===== src/rtl/morse_pkg.sv =====
// Shared Morse constants, FSM state type and code-word helpers.
// Code word: symbol count above bit MAX_SYM, symbols below with the first symbol in bit 0, 1 = dash.
package morse_pkg;

  localparam logic [1:0] DOD_NONE = 2'b00;
  localparam logic [1:0] DOD_DOT  = 2'b01;
  localparam logic [1:0] DOD_DASH = 2'b10;

  typedef enum logic [1:0] {
    ST_IDLE,
    ST_PRESS,
    ST_GAP
  } morse_state_e;

  // Wide carrier so the helpers work for any MAX_SYM; callers cast back to CODE_W.
  typedef logic [31:0] code_word_t;

  function automatic code_word_t code_len(input code_word_t code, input int max_sym);
    return code >> max_sym;
  endfunction

  function automatic code_word_t code_append(input code_word_t code, input int max_sym,
                                             input logic dash);
    code_word_t len;
    code_word_t res;
    code_word_t sym_mask;
    len      = code_len(code, max_sym);
    res      = code;
    sym_mask = (code_word_t'(1) << max_sym) - code_word_t'(1);
    if (len < code_word_t'(max_sym)) begin
      res[len[4:0]] = dash;
      res = (res & sym_mask) | ((len + code_word_t'(1)) << max_sym);
    end
    return res;
  endfunction

endpackage


===== src/rtl/morse_line_buffer_if.sv =====
// Key, control and read-port bundle between the Morse line buffer and its user.
// master drives key/control/read address; slave (the buffer) returns read data and status.
interface morse_line_buffer_if #(
  parameter int DEPTH   = 16,
  parameter int MAX_SYM = 5
);
  localparam int AW     = $clog2(DEPTH);
  localparam int LEN_W  = $clog2(MAX_SYM + 1);
  localparam int CODE_W = LEN_W + MAX_SYM;

  logic              tick;
  logic              button;
  logic              send;
  logic              clear;
  logic [AW-1:0]     rd_addr;
  logic [CODE_W-1:0] rd_code;
  logic [AW:0]       count;
  logic [CODE_W-1:0] pend_code;
  logic [1:0]        dod;
  logic              commit;

  modport master (
    output tick, button, send, clear, rd_addr,
    input  rd_code, count, pend_code, dod, commit
  );

  modport slave (
    input  tick, button, send, clear, rd_addr,
    output rd_code, count, pend_code, dod, commit
  );

endinterface


===== src/rtl/morse_symbol_timer.sv =====
// Key timing: synchronizes the key, classifies dots/dashes on tick samples and assembles the letter.
// Commit request and its code are combinational in the cycle of gap expiry or send; no backpressure.
module morse_symbol_timer
  import morse_pkg::*;
#(
  parameter int MAX_SYM    = 5,
  parameter int DASH_TICKS = 200,
  parameter int GAP_TICKS  = 600,
  localparam int CODE_W    = $clog2(MAX_SYM + 1) + MAX_SYM
) (
  input  logic              clk,
  input  logic              reset,
  input  logic              tick_i,
  input  logic              button_i,
  input  logic              send_i,
  input  logic              clear_i,
  output logic [CODE_W-1:0] pend_code_o,
  output logic [1:0]        dod_o,
  output logic              commit_req_o,
  output logic [CODE_W-1:0] commit_code_o
);

  localparam int PCW = $clog2(DASH_TICKS + 1);
  localparam int GCW = $clog2(GAP_TICKS + 1);

  logic              sync1_q, sync2_q;
  morse_state_e      state_q, state_d;
  logic [PCW-1:0]    press_q, press_d;
  logic [GCW-1:0]    gap_q, gap_d;
  logic [CODE_W-1:0] pend_q, pend_d;
  logic [1:0]        dod_q, dod_d;
  logic              key_prev_q, key_prev_d;
  logic              commit_req;
  logic [CODE_W-1:0] commit_code;
  logic              gap_done;
  logic              dash;

  always_comb begin
    state_d     = state_q;
    press_d     = press_q;
    gap_d       = gap_q;
    pend_d      = pend_q;
    dod_d       = dod_q;
    key_prev_d  = key_prev_q;
    commit_req  = 1'b0;
    commit_code = pend_q;
    gap_done    = 1'b0;
    dash        = 1'b0;

    if (tick_i) begin
      key_prev_d = sync2_q;
    end

    case (state_q)
      ST_IDLE: begin
        // A press starts only on a sampled key-down edge, so a key held through reset is ignored.
        if (tick_i && sync2_q && !key_prev_q) begin
          state_d = ST_PRESS;
          press_d = '0;
        end
      end
      ST_PRESS: begin
        if (tick_i) begin
          if (sync2_q) begin
            if (press_q != PCW'(DASH_TICKS)) begin
              press_d = press_q + PCW'(1);
            end
          end else begin
            dash    = (press_q >= PCW'(DASH_TICKS));
            pend_d  = CODE_W'(code_append(code_word_t'(pend_q), MAX_SYM, dash));
            dod_d   = dash ? DOD_DASH : DOD_DOT;
            gap_d   = '0;
            state_d = ST_GAP;
          end
        end
      end
      ST_GAP: begin
        if (tick_i) begin
          if (sync2_q) begin
            state_d = ST_PRESS;
            press_d = '0;
          end else if (gap_q == GCW'(GAP_TICKS - 1)) begin
            gap_done = 1'b1;
            gap_d    = '0;
            state_d  = ST_IDLE;
          end else begin
            gap_d = gap_q + GCW'(1);
          end
        end
      end
      default: state_d = ST_IDLE;
    endcase

    // Commit sees the letter after any same-cycle append.
    commit_req  = gap_done || (send_i && (code_len(code_word_t'(pend_d), MAX_SYM) != '0));
    commit_code = pend_d;
    if (commit_req) begin
      pend_d = '0;
      if (state_d == ST_GAP) begin
        state_d = ST_IDLE;
      end
    end

    if (clear_i) begin
      commit_req = 1'b0;
      pend_d     = '0;
      dod_d      = DOD_NONE;
      press_d    = '0;
      gap_d      = '0;
      key_prev_d = sync2_q;
      state_d    = sync2_q ? ST_PRESS : ST_IDLE;
    end
  end

  always_ff @(posedge clk) begin
    if (reset) begin
      sync1_q    <= 1'b0;
      sync2_q    <= 1'b0;
      state_q    <= ST_IDLE;
      press_q    <= '0;
      gap_q      <= '0;
      pend_q     <= '0;
      dod_q      <= DOD_NONE;
      key_prev_q <= 1'b1;
    end else begin
      sync1_q    <= button_i;
      sync2_q    <= sync1_q;
      state_q    <= state_d;
      press_q    <= press_d;
      gap_q      <= gap_d;
      pend_q     <= pend_d;
      dod_q      <= dod_d;
      key_prev_q <= key_prev_d;
    end
  end

  assign pend_code_o   = pend_q;
  assign dod_o         = dod_q;
  assign commit_req_o  = commit_req;
  assign commit_code_o = commit_code;

endmodule


===== src/rtl/morse_line_buffer.sv =====
// Morse key capture into a DEPTH-letter scrolling line buffer with a registered random-access read port.
// Commit and buffer update land one cycle after the gap-expiry tick or send; read latency 1 cycle; no backpressure.
module morse_line_buffer
  import morse_pkg::*;
#(
  parameter int DEPTH      = 16,
  parameter int MAX_SYM    = 5,
  parameter int DASH_TICKS = 200,
  parameter int GAP_TICKS  = 600
) (
  input logic                 clk,
  input logic                 reset,
  morse_line_buffer_if.slave  bus
);

  localparam int LEN_W  = $clog2(MAX_SYM + 1);
  localparam int CODE_W = LEN_W + MAX_SYM;
  localparam int AW     = $clog2(DEPTH);
  localparam int CNT_W  = AW + 1;

  logic              commit_req;
  logic [CODE_W-1:0] commit_code;
  logic [CODE_W-1:0] pend_code;
  logic [1:0]        dod;

  morse_symbol_timer #(
    .MAX_SYM    (MAX_SYM),
    .DASH_TICKS (DASH_TICKS),
    .GAP_TICKS  (GAP_TICKS)
  ) u_timer (
    .clk           (clk),
    .reset         (reset),
    .tick_i        (bus.tick),
    .button_i      (bus.button),
    .send_i        (bus.send),
    .clear_i       (bus.clear),
    .pend_code_o   (pend_code),
    .dod_o         (dod),
    .commit_req_o  (commit_req),
    .commit_code_o (commit_code)
  );

  logic [CODE_W-1:0] mem_q [DEPTH];
  logic [CODE_W-1:0] mem_d [DEPTH];
  logic [AW-1:0]     wr_ptr_q, wr_ptr_d;
  logic [AW-1:0]     base_q, base_d;
  logic [AW-1:0]     rd_phys;
  logic [CNT_W-1:0]  count_q, count_d;
  logic [CODE_W-1:0] rd_code_q, rd_code_d;
  logic              commit_q, commit_d;

  always_comb begin
    mem_d     = mem_q;
    wr_ptr_d  = wr_ptr_q;
    base_d    = base_q;
    count_d   = count_q;
    commit_d  = 1'b0;
    // Logical index is relative to the oldest entry; power-of-two depth makes the add wrap.
    rd_phys   = base_q + bus.rd_addr;
    rd_code_d = ({1'b0, bus.rd_addr} < count_q) ? mem_q[rd_phys] : '0;

    if (bus.clear) begin
      for (int i = 0; i < DEPTH; i++) begin
        mem_d[i] = '0;
      end
      wr_ptr_d  = '0;
      base_d    = '0;
      count_d   = '0;
      rd_code_d = '0;
    end else if (commit_req) begin
      mem_d[wr_ptr_q] = commit_code;
      wr_ptr_d        = wr_ptr_q + AW'(1);
      commit_d        = 1'b1;
      if (count_q < CNT_W'(DEPTH)) begin
        count_d = count_q + CNT_W'(1);
      end else begin
        base_d = base_q + AW'(1);
      end
    end
  end

  always_ff @(posedge clk) begin
    if (reset) begin
      for (int i = 0; i < DEPTH; i++) begin
        mem_q[i] <= '0;
      end
      wr_ptr_q  <= '0;
      base_q    <= '0;
      count_q   <= '0;
      rd_code_q <= '0;
      commit_q  <= 1'b0;
    end else begin
      mem_q     <= mem_d;
      wr_ptr_q  <= wr_ptr_d;
      base_q    <= base_d;
      count_q   <= count_d;
      rd_code_q <= rd_code_d;
      commit_q  <= commit_d;
    end
  end

  assign bus.rd_code   = rd_code_q;
  assign bus.count     = count_q;
  assign bus.pend_code = pend_code;
  assign bus.dod       = dod;
  assign bus.commit    = commit_q;

endmodule


===== src/flat_wrapper.sv =====
// flat-port wrapper written by rule: the top's interface ports become plain ports
module morse_line_buffer_flat import morse_pkg::*;
#(
  parameter int DEPTH      = 16,
  parameter int MAX_SYM    = 5,
  parameter int DASH_TICKS = 200,
  parameter int GAP_TICKS  = 600
)
  (clk, reset, bus_tick, bus_button, bus_send, bus_clear, bus_rd_addr, bus_rd_code, bus_count, bus_pend_code, bus_dod, bus_commit);
  morse_line_buffer_if #(.DEPTH(DEPTH), .MAX_SYM(MAX_SYM)) bus_i ();
  input logic clk;
  input logic reset;
  input wire logic [$bits(bus_i.tick)-1:0] bus_tick;
  input wire logic [$bits(bus_i.button)-1:0] bus_button;
  input wire logic [$bits(bus_i.send)-1:0] bus_send;
  input wire logic [$bits(bus_i.clear)-1:0] bus_clear;
  input wire logic [$bits(bus_i.rd_addr)-1:0] bus_rd_addr;
  output wire logic [$bits(bus_i.rd_code)-1:0] bus_rd_code;
  output wire logic [$bits(bus_i.count)-1:0] bus_count;
  output wire logic [$bits(bus_i.pend_code)-1:0] bus_pend_code;
  output wire logic [$bits(bus_i.dod)-1:0] bus_dod;
  output wire logic [$bits(bus_i.commit)-1:0] bus_commit;
  assign bus_i.tick = bus_tick;
  assign bus_i.button = bus_button;
  assign bus_i.send = bus_send;
  assign bus_i.clear = bus_clear;
  assign bus_i.rd_addr = bus_rd_addr;
  assign bus_rd_code = bus_i.rd_code;
  assign bus_count = bus_i.count;
  assign bus_pend_code = bus_i.pend_code;
  assign bus_dod = bus_i.dod;
  assign bus_commit = bus_i.commit;
  morse_line_buffer #(.DEPTH(DEPTH), .MAX_SYM(MAX_SYM), .DASH_TICKS(DASH_TICKS), .GAP_TICKS(GAP_TICKS)) u_core (.clk(clk), .reset(reset), .bus(bus_i));
endmodule

===== config.mk =====
export PLATFORM = sky130hd
export DESIGN_NAME = morse_line_buffer_flat
export DESIGN_NICKNAME = d
export VERILOG_FILES = /design/src/rtl/morse_pkg.sv /design/src/rtl/morse_line_buffer_if.sv /design/src/rtl/morse_symbol_timer.sv /design/src/rtl/morse_line_buffer.sv /design/src/flat_wrapper.sv
export SDC_FILE = /design/constraint.sdc
export NUM_CORES = 1
export LEC_CHECK = 0
export ABC_AREA = 1
export CAP_MARGIN = 20
export CORE_MARGIN = 8
export CORE_UTILIZATION = 45
export DETAILED_ROUTE_END_ITERATION = 10
export GPL_ROUTABILITY_DRIVEN = 0
export MAX_ROUTING_LAYER = met4
export PLACE_DENSITY_LB_ADDON = 0.25
export SKIP_LAST_GASP = 1
export SYNTH_ARGS = -nofsm -noshare
export SYNTH_HDL_FRONTEND = slang
export SYNTH_SLANG_ARGS = --single-unit

===== constraint.sdc =====
create_clock -name clk -period 3.1 [get_ports clk]
set_input_delay 0.775 -clock clk [delete_from_list [all_inputs] [get_ports clk]]
set_output_delay 0.775 -clock clk [all_outputs]
set_load 0.01 [all_outputs]

==> reports/qor.log <==
qor: placed_design.dpl_worst_slack -96.1 ps
qor: global_routing.grt_antenna_before_repair 0
qor: global_routing.vias_in_the_first_global_route 8096
qor: worst_setup_path.critical_path_class primary input to flop
qor: timing.hold-worst-slack 409 ps
qor: die.placement_rows 53
qor: cells_and_area.areaGrowthSynthToFinish 15.4%
qor: cells_and_area.post_layout_nonfiller_instances 1688
qor: global_routing.global_route_wire_length_before_repair 40700 microns
qor: worst_setup_path.arrival_time_reported_for_the_critical_path_endpoint 3110 ps
qor: cts.cts.sink_count 183
qor: cells_and_area.filler_cell_count 2006
qor: placed_design.number_of_buffers_inserted_by_port_buffering 33
qor: timing.fmaxAchievable 357 MHz
qor: global_routing.globalRoute.totalOverflow 0
qor: power_and_ir_drop.pwr-share-comb 5.7%
qor: die.core_area 0.0208 sq mm
qor: cts.worst_setup_hold_path_clk_slew 70 ps
qor: power_and_ir_drop.power.switching_fraction 23.4%
qor: timing.timing.final.crit_share 90.4%
qor: outcome.run_status finished, final reports clean
qor: power_and_ir_drop.power_density_relative_to_cell_area 460 mW/mm^2
qor: detailed_routing.antenna_violating_nets_post_route 0
qor: synthesis.synth.distinct_cells 41
qor: cts.cts_setup_buffers 0
qor: timing.final_hold_viol_count 0
qor: cells_and_area.commonest_cells_after_routing_fill_and_taps_aside 330 x sky130_fd_sc_hd__nand2_1, 200 x sky130_fd_sc_hd__nor2_1, 183 x sky130_fd_sc_hd__dfxtp_1
qor: cells_and_area.antennaDiodeCount 0
qor: synthesis.avgSynthCellArea 6.81 sq um
qor: worst_setup_path.worstSetupStartpoint bus_rd_addr[0]
qor: worst_setup_path.peak_fanout_along_the_critical_path 32
qor: cells_and_area.layout.cells.most_common sky130_fd_sc_hd__nand2_1
qor: timing.timing.final.setup_violations 0
qor: power_and_ir_drop.clock_power_share 46.9%
qor: cells_and_area.final_layout_size_suffix_gt1_share 8.78%
qor: synthesis.synthesis.yosys.warnings 0
qor: cts.cts-root-buf sky130_fd_sc_hd__clkbuf_16
qor: detailed_routing.route.vias.total 8603
qor: detailed_routing.drc 0
qor: die.die_area 0.0257 sq mm
qor: die.die-width 160 microns
qor: cells_and_area.fin_util 52.2%
qor: global_routing.grt_start_max_net_pins 81
qor: timing.finalWorstSetupSlack 298 ps
qor: power_and_ir_drop.p_int 0.00382 W
qor: power_and_ir_drop.report.power.total 0.00498 W
qor: placed_design.post_placement_cell_count 1656
qor: detailed_routing.number_of_iterations_in_the_first_detailed_routing_pass 5
qor: power_and_ir_drop.seqPwrFrac 47.3%
qor: synthesis.syn-instance-count 1377
qor: power_and_ir_drop.static-leakage-power 4.81 nW
qor: synthesis.yosys_register_bits 183
qor: worst_setup_path.worst_ep_required_time 3410 ps
qor: cts.tritoncts built
qor: cts.maximum_number_of_buffers_from_clock_root_to_sink 2
qor: die.initial_utilization 45.2%
qor: timing.max_slew_margin 58.9%
qor: synthesis.yosysTopAreaCell sky130_fd_sc_hd__dfxtp_1
qor: synthesis.yosys.area.top_type_share 39.0%
qor: worst_setup_path.setup.worst_path.start_class primary input
qor: timing.final_max_slew_viol_count 0
qor: die.boundaryPins 34
qor: detailed_routing.vias_per_cell 5.10
qor: min_path.holdCritStartpoint u_core.u_timer.sync1_q$_SDFF_PP0_
qor: timing.fin_crit 2800 ps
qor: synthesis.synth_ff_type sky130_fd_sc_hd__dfxtp_1
qor: cts.cts_resized 0
qor: synthesis.postSynthNetCount 1404
qor: worst_setup_path.setup.worst_path.end_class flop
qor: detailed_routing.routed_wl 24500 microns
qor: detailed_routing.first_iter_violations 589
qor: timing.grt_setup_unrepaired no
qor: power_and_ir_drop.switching_power 0.00117 W
qor: synthesis.syn-cell-area 0.00938 sq mm
qor: cts.clock_latency_late_sink 440 ps
qor: min_path.min_path_type flop to flop
qor: die.floorplan.die.height 160 microns
qor: cells_and_area.net_count_reported_at_finish 1427
qor: worst_setup_path.rrSetupSlack 690 ps
qor: synthesis.ys_seq_area_share 39.0%
qor: cts.cts.hold.buffers_added 0
qor: global_routing.grt_use_total 19.9%
qor: cts.cts_inserted_buffers 17
qor: cts.htree_levels 4
qor: timing.worst_slew_pin_slew 614 ps
qor: synthesis.async_flop_share 0%
qor: synthesis.synth_top_cells_by_area sky130_fd_sc_hd__dfxtp_1 39%, sky130_fd_sc_hd__nand2_1 13%, sky130_fd_sc_hd__a21oi_1 8.3%
qor: worst_setup_path.reg2reg_to u_core.bus.rd_code[5]$_SDFF_PP0_
qor: power_and_ir_drop.worst_ir_drop_vdd 352 uV
qor: worst_setup_path.regToRegStartpoint u_core.base_q[0]$_SDFFE_PP0P_
qor: synthesis.synth_enable_flop_cells 0
qor: placed_design.place_hpwl 16500 microns
qor: worst_setup_path.worstRegToRegCells 10
qor: worst_setup_path.endpoint u_core.bus.rd_code[5]$_SDFF_PP0_
qor: job.timing.max_cap.violations 0
qor: timing.skew 8.98 ps
qor: detailed_routing.routedWlPerCell 14.5 microns
[layout make-up]
type | count | area [sq um] | share of cell area (%)
multi-input cells | 959 | 4720 | 43.6
flip-flops and latches | 183 | 3660 | 33.8
repair buffers | 81 | 878 | 8.11
inverters | 158 | 593 | 5.48
clock buffers | 18 | 429 | 3.96
well taps | 275 | 344 | 3.18
clock inverters | 14 | 195 | 1.80
[per-layer routing]
metal	global-route usage (%)	vias up	part of all wire, %
li1	-	4442	-
met1	25.4	3962	48
met2	31.8	175	47
met3	3.58	24	4.3
met4	5.14	0	1.3
met5	-	-	0
[power by group through the flow]
stage / Combinational [W] / Clock [W] / Sequential (W)
2_1_floorplan: 0.000179 / 0 / 0.00241
3_3_place_gp: 0.000281 / 0 / 0.00241
3_5_place_dp: 0.000283 / 0 / 0.00241
4_1_cts: 0.000284 / 0.00237 / 0.00236
5_1_grt: 0.000313 / 0.00248 / 0.00236
6_report: 0.000285 / 0.00234 / 0.00236
[per-stage QoR]
stage / instance area, sq um / setup TNS (ps)
after floorplan: 9380 / 0
after global placement: 10200 / -617
after detailed placement: 10200 / -1200
after CTS: 10800 / 0
after global routing: 10800 / 0
final: 10800 / 0
[state kept, by name, indices dropped and copies added (netlist names), 2 cells and up]
register / flops
u_core.mem_q: 128
u_core.wr_ptr_q: 4
u_core.bus.count: 5
u_core.u_timer.press_q: 8
u_core.u_timer.dod_o: 2
u_core.bus.rd_code: 8
u_core.u_timer.state_q: 2
u_core.u_timer.pend_code_o: 8
u_core.base_q: 4
u_core.u_timer.gap_q: 10
[synth_stat cells, types with 3 or more instances]
master                     number
sky130_fd_sc_hd__nand2_1      330
sky130_fd_sc_hd__nor2_1       201
sky130_fd_sc_hd__dfxtp_1      183
sky130_fd_sc_hd__a21oi_1      156
sky130_fd_sc_hd__inv_1        155
sky130_fd_sc_hd__o21ai_0       76
sky130_fd_sc_hd__nand4_1       51
sky130_fd_sc_hd__clkbuf_1      47
sky130_fd_sc_hd__nand3_1       27
sky130_fd_sc_hd__ha_1          16
sky130_fd_sc_hd__mux2_2        16
sky130_fd_sc_hd__nor2b_1       16
sky130_fd_sc_hd__nor3_1        13
sky130_fd_sc_hd__buf_6         11
sky130_fd_sc_hd__nand3_4        8
sky130_fd_sc_hd__xor2_1         8
sky130_fd_sc_hd__buf_2          7
sky130_fd_sc_hd__buf_4          6
sky130_fd_sc_hd__buf_1          5
sky130_fd_sc_hd__nand3_2        5
sky130_fd_sc_hd__nand2_2        4
sky130_fd_sc_hd__o21a_1         4
sky130_fd_sc_hd__a211oi_1       3
sky130_fd_sc_hd__nand2_4        3
sky130_fd_sc_hd__xnor2_1        3
[how the worst min path moves through the flow]
stage / end / depth (start not counted)
2_1_floorplan: u_core.u_timer.sync2_q$_SDFF_PP0_ / 2
3_3_place_gp: u_core.u_timer.sync2_q$_SDFF_PP0_ / 2
3_5_place_dp: u_core.u_timer.sync2_q$_SDFF_PP0_ / 2
4_1_cts: u_core.u_timer.sync2_q$_SDFF_PP0_ / 2
5_1_grt: u_core.u_timer.sync2_q$_SDFF_PP0_ / 2
6_report: u_core.u_timer.sync2_q$_SDFF_PP0_ / 2
[cells by family after synthesis]
logic type                 Yosys count  share of synthesized area, %
and+or+nand+nor                    664                          31.0
AOI/OAI and AO/OA                  249                          13.7
buffers and inverters              235                          10.8
DFF                                183                          39.0
muxes                               18                          2.13
adders and majority gates           17                          2.35
xor gates and xnor gates            11                          1.03
[critical path, cell delays in order]
cell and delay (ps):
sky130_fd_sc_hd__clkdlybuf4s50_1 490, sky130_fd_sc_hd__ha_2 180, sky130_fd_sc_hd__inv_1 50, sky130_fd_sc_hd__fa_1 550, sky130_fd_sc_hd__buf_4 390, sky130_fd_sc_hd__a21oi_1 70, sky130_fd_sc_hd__o21ai_0 110, sky130_fd_sc_hd__nand2_1 70
sky130_fd_sc_hd__mux2_2 280, sky130_fd_sc_hd__nand2_1 60, sky130_fd_sc_hd__a21oi_1 70
Note: power is estimated with default switching activity, not from simulation.
